**src/rtl/regfile_rd_nport.sv**
```systemverilog
// regfile_rd_nport: parametrised register file, NUM_RD registered read ports, one write port, reg 0 reads zero
//   clk, rst (async, active-high) ; rd_en[NUM_RD], rd_addr[NUM_RD*ADDR_W] -> rd_data[NUM_RD*WIDTH], rd_valid[NUM_RD]
//   wr_en, wr_addr[ADDR_W], wr_data[WIDTH]
//   REGFILE_BYPASS_EN: same-edge write data is forwarded to matching reads
module regfile_rd_nport #(
  parameter int WIDTH    = 32,
  parameter int NUM_REGS = 32,
  parameter int ADDR_W   = 5,
  parameter int NUM_RD   = 2
) (
  input  logic                     clk,
  input  logic                     rst,
  input  logic [NUM_RD-1:0]        rd_en,
  input  logic [NUM_RD*ADDR_W-1:0] rd_addr,
  output logic [NUM_RD*WIDTH-1:0]  rd_data,
  output logic [NUM_RD-1:0]        rd_valid,
  input  logic                     wr_en,
  input  logic [ADDR_W-1:0]        wr_addr,
  input  logic [WIDTH-1:0]         wr_data
);
`ifdef REGFILE_BYPASS_EN
  localparam bit BYPASS = 1'b1;
`else
  localparam bit BYPASS = 1'b0;
`endif
  logic [WIDTH-1:0] regs [1:NUM_REGS-1];
  logic [WIDTH-1:0] val  [NUM_RD];
  always_ff @(posedge clk or posedge rst)
    if (rst)
      for (int r = 1; r < NUM_REGS; r++) regs[r] <= '0;
    else if (wr_en)
      for (int r = 1; r < NUM_REGS; r++) if (wr_addr == ADDR_W'(r)) regs[r] <= wr_data;
  // address 0 and out-of-range addresses match no entry and fall through to zero
  always_comb
    for (int i = 0; i < NUM_RD; i++) begin
      val[i] = '0;
      for (int r = 1; r < NUM_REGS; r++)
        if (rd_addr[i*ADDR_W +: ADDR_W] == ADDR_W'(r))
          val[i] = (BYPASS && wr_en && wr_addr == ADDR_W'(r)) ? wr_data : regs[r];
    end
  always_ff @(posedge clk or posedge rst)
    if (rst) begin
      rd_data  <= '0;
      rd_valid <= '0;
    end else begin
      rd_valid <= rd_en;
      for (int i = 0; i < NUM_RD; i++) if (rd_en[i]) rd_data[i*WIDTH +: WIDTH] <= val[i];
    end
endmodule

```
**config.mk**
```make
export PLATFORM = sky130hd
export DESIGN_NAME = regfile_rd_nport
export DESIGN_NICKNAME = d
export VERILOG_FILES = /design/src/rtl/regfile_rd_nport.sv
export SDC_FILE = /design/constraint.sdc
export NUM_CORES = 2
export LEC_CHECK = 0
export CAP_MARGIN = 20
export CORE_MARGIN = 10
export CORE_UTILIZATION = 42
export DETAILED_ROUTE_END_ITERATION = 10
export PLACE_DENSITY_LB_ADDON = 0.3
export SYNTH_ARGS = -nofsm -noshare
export SYNTH_HDL_FRONTEND = slang
export SYNTH_SLANG_ARGS = --single-unit
```
**constraint.sdc**
```tcl
create_clock -name clk -period 33.8 [get_ports clk]
set_clock_uncertainty 0.05 [all_clocks]
set_input_delay 6.76 -clock clk [delete_from_list [all_inputs] [get_ports clk]]
set_output_delay 6.76 -clock clk [all_outputs]
set_load 0.02 [all_outputs]
```
### Word level (Yosys, flattened, before mapping)

Index checks and enable logic that the tools add are counted.

| storage, ports and cells | value |
|---|---|
| register bits | 1,058 |
| input port bits | 52 |
| output and inout bits | 66 |
| word-level logic and storage cells | 220 |

| operators by class | value |
|---|---|
| equality and inequality tests | 93 |
| muxes and demuxes | 62 |
| reduce and logical (&&, ||, !) cells | 31 |

Operators by type and width:

| kind | count |
|---|---|
| 2-to-1 mux 32 bit | 62 |
| == test 5 bit (second input constant) | 48 |
| == test 5 x 4 -> 1 bit (second input constant) | 24 |
| AND reduction 2 bit | 31 |
| == test 5 x 3 -> 1 bit (second input constant) | 12 |
| == test 5 x 2 -> 1 bit (second input constant) | 6 |
| == test 5 x 1 -> 1 bit (second input constant) | 3 |

### Longest topological paths before layout

| logic depth | value |
|---|---|
| depth after elaboration | 32 |
| gate-level depth with buffers | 12 |
| depth with buffers taken out | 7 |

### Worst setup path before layout

Ideal clock, no wire load.

| timing path | value |
|---|---|
| kind | input -> register |
| start point | input port rd_addr[9] |
| end point | register rd_data[43] |
| data arrival time | 8,624 ps |
| data required time | 33,624 ps |
| path slack | 25,000 ps |
| cell stages on the path | 9 |
| path buffers | 2 |
| path through | buf_6 -> or4b_4 -> buf_6 -> o21ai_1 -> a211oi_1 -> or4_1 -> a211oi_1 -> o22ai_1 -> a221o_1 |

| between the ends | value |
|---|---|
| cells in the longest elaborated chain, start to end | 32 |
| elaborated cells between the ends (all ways) | 62 |
| those cells by class | eq/ne: 31; mux: 31 |

Ends and longest elaborated chain:

| element | RTL line | text |
|---|---|---|
| start: declaration | 14 | `input logic [NUM_RD*ADDR_W-1:0] rd_addr,` |
| == test 5 x 1 -> 1 bit | 38 | `if (rd_addr[i*ADDR_W +: ADDR_W] == ADDR_W'(r))` |
| 2-to-1 mux 32 bit (30 in series) | 38 |  |
| 2-to-1 mux 32 bit (*) | 38 |  |
| end signal: assignment | 43 | `rd_data <= '0;` |
| end: declaration | 15 | `output logic [NUM_RD*WIDTH-1:0] rd_data,` |

Mark *: on every way between the ends. The rest lies on a longest branch, timed or not.
A chain may end at the register's enable or synchronous reset.

### Worst setup path in the final report

| timing path | value |
|---|---|
| start point | input port rd_addr[0] |
| end point | register rd_data[28] |

Same word-level chain as after synthesis.

==> impl_metrics.tcl <==
set metrics [dict create \
    worst_ep_required_time_ns 34.36 \
    dp.final_hpwl_mm 200 \
    cpMostUsedCell "buf_4" \
    ant_nets 0 \
    wire_per_inst_um 40.4 \
    die_h_um 391 \
    slowest_stage "or2_2" \
    end_kind "flip-flop" \
    cp_top_family "buffers and inverters" \
    clock_latency_ns 0.79 \
    gp_congestion 1.04 \
    slew_headroom_pct 16.9 \
    use_met2_pct 51.3 \
    cts-root-buf "clkbuf_16" \
    area_growth_pct 12.8 \
    numClockSinks 1058 \
    syn_area_per_cell_um2 10.5 \
    layout-drive-gt1-share_pct 28.8 \
    use_met1_pct 47.9 \
    crit_arrival_ns 11.67 \
    startpoint_type "input pin" \
    crit_buf_inv 3 \
    cts_hold_buf 0 \
    setup_viol 0 \
    synth_warnings 0 \
    ys_async_sr_fraction_pct 100 \
    antenna_found_initial 25 \
    ctsResizeCount 0 \
    final.fill_count 12400 \
    fmax_mhz 90.0 \
    power.density_mw_per_mm2 58.9 \
    outcome "completed" \
    hp-class "flip-flop to flip-flop" \
    synth_area_mm2 0.0577 \
    total_power_mw 3.83 \
    routed_via_density 7.30 \
    grtUsageMet3_pct 16.7 \
    setup_ws_ns 22.69 \
    ir_drop_v 0.0000446 \
    final_max_slew_viol_count 0 \
    grt_max_degree 172 \
    cts_tree "yes" \
    grt_setup_unrepaired "no" \
    yosysUniqueCellTypes 86 \
    io_buffers 117 \
    drtIter0Drc 9660 \
    cpPeakStageDelay_ns 0.85 \
    finalCritPeriodShare_pct 32.9 \
    core.rowCount 135 \
    grt_usage_pct 37.6 \
    synthTopCellsByArea "dfrtp_1, mux2_2, o21ai_0" \
    synth-edff-count 0 \
    clk_path_buf_depth 3 \
    fin_util_pct 47.9 \
    cp_max_fo 76 \
    vias 53800 \
    synth_top_cell_area_share_pct 45.9 \
    crit_type "input pin to flip-flop" \
    remaining_drc_errors 0 \
    top_usage_layer "met2" \
    cts_buffers 116 \
    coreArea_mm2 0.136 \
    final-seq-area_mm2 0.0265 \
    grt_pass1_wl_mm 412 \
    netlist_instances 5519 \
    maxCapViolCount 0 \
    cts_setup_buffers 0 \
    fp.dieArea_mm2 0.153 \
    nets 5524 \
    ys.flop_type "dfrtp_1" \
    initial_utilization_pct 42.5 \
    drt_pass1_iterations 9 \
    ys_ff_latch 1058 \
    clk_pin_slew_ns 0.06 \
    synth_seq_area_share_pct 45.9 \
    final_cells 7368 \
    dp_cells 7126 \
    multiInputGateArea_mm2 0.0292 \
    ioPinCount 118 \
    crit_path_cell_trace "clkbuf_8, buf_4, buf_4, or2_2, nor2_1, a22o_1, o211ai_1, nand4_1, a221oi_1, o21ai_0" \
    dp_slack_ns 22.14 \
    p_leak_nw 27.6 \
    die_w_um 391 \
    tightest_slew_ns 1.25 \
    drt-total-wl_mm 298 \
    finalCriticalPeriod_ns 11.11 \
    hold_violations 0 \
    grt_pass1_vias 50100 \
    synth_fp_nets 5571 \
    setup_tns_ns 0 \
    place_area_mm2 0.0610 \
    synth_largest_area_cell "dfrtp_1" \
    overflow 0 \
    htreeDepth 3 \
    fin_hold_ws_ns 0.458 \
    post-route-cell-area_mm2 0.0651 \
]
[cell families (layout without fill, tap and decap cells)]
group,after synthesis,in the layout,share of synthesized area (%)
buffers and inverters,566,614,4.12
and+or+nand+nor,1047,1047,8.59
muxes,1164,1164,22.6
AOI/OAI and AO/OA,1684,1684,18.9
DFF,1058,1058,45.9
other,0,20,0
[sequential cells by signal, summed over array words and instances (netlist names)]
name      cells
regs        992
rd_data      64
rd_valid      2
[metal layers]
metal / wire, um / part of all wire [%]
met1: 112000 / 38
met2: 118000 / 40
met3: 44900 / 15
met4: 23100 / 7.8
met5: 233 / 0.078
[where the power goes]
part / total (mW) / internal [mW] / leakage, nW / switching [mW]
Combinational: 0.715 / 0.314 / 12.2 / 0.402
Clock: 1.35 / 0.766 / 1.92 / 0.580
Sequential: 1.77 / 1.51 / 13.5 / 0.260
Total: 3.83 / 2.59 / 27.6 / 1.24
[area by class of cell]
| class | instances | share of cell area [%] |
|---|---|---|
| clock buffer | 156 | 5.06 |
| clock inverter | 57 | 0.986 |
| multi-input combinational | 3895 | 44.8 |
| sequential | 1058 | 40.7 |
| inverter | 34 | 0.202 |
| timing repair buffer | 367 | 4.76 |
| antenna | 20 | 0.0769 |
| tap | 1781 | 3.42 |
[worst register-to-register path, delay by kind of cell, from the launching register on]
family	cells	cell delay [ns]
AOI/OAI and AO/OA	5	1.65
DFF	1	0.40
and+or+nand+nor	2	0.94
[path summary, 6_finish.rpt]
kind	start	end	slack, ns	cells past startpoint
max	rd_addr[0]	rd_data[28]	22.69	10
min	regs[862]	regs[862]	0.46	1
max reg2reg	regs[875]	rd_data[43]	30.65	7
min reg2reg	regs[862]	regs[862]	0.46	1
max in group asynchronous	rst	regs[455]	23.02	7
min in group asynchronous	rst	regs[151]	6.35	2
[Yosys cell counts (9+ instances only)]
cell type / number
nand2b_1: 28
nor2_1: 333
a32oi_1: 20
o2111ai_1: 15
a21o_1: 26
nand3_1: 98
a21oi_1: 327
o2bb2ai_1: 11
a22o_1: 51
a22oi_1: 127
nor2b_1: 35
a221o_1: 11
dfrtp_1: 1058
inv_1: 28
mux2_2: 1036
and2_1: 14
nor3_1: 82
a2111oi_0: 16
o22a_1: 18
nand2_1: 303
a222oi_1: 12
nor4_1: 11
o21a_1: 22
or3_1: 22
mux2i_1: 122
o21ai_0: 429
clkbuf_1: 308
o22ai_1: 204
a31oi_1: 49
o32ai_1: 9
a221oi_1: 56
buf_2: 139
nand4_1: 17
o21ai_1: 15
o221ai_1: 72
o211ai_1: 50
buf_1: 69
nand3b_1: 15
a211oi_1: 61
buf_4: 10
and3_1: 16
o31ai_1: 15
[placed cells by master (no fill, tap or decap), drive strengths merged, types with 51 or more instances in the layout]
master	n
mux2	1036
a21oi	327
a22o	51
clkdlybuf4s50	103
o22ai	204
nor2	339
buf	256
o221ai	72
mux2i	122
a221oi	56
nor3	82
nand3	98
a22oi	127
clkbuf	164
nand2	303
o21ai	444
a211oi	61
dfrtp	1058
Power figures use the tool's default switching activity.
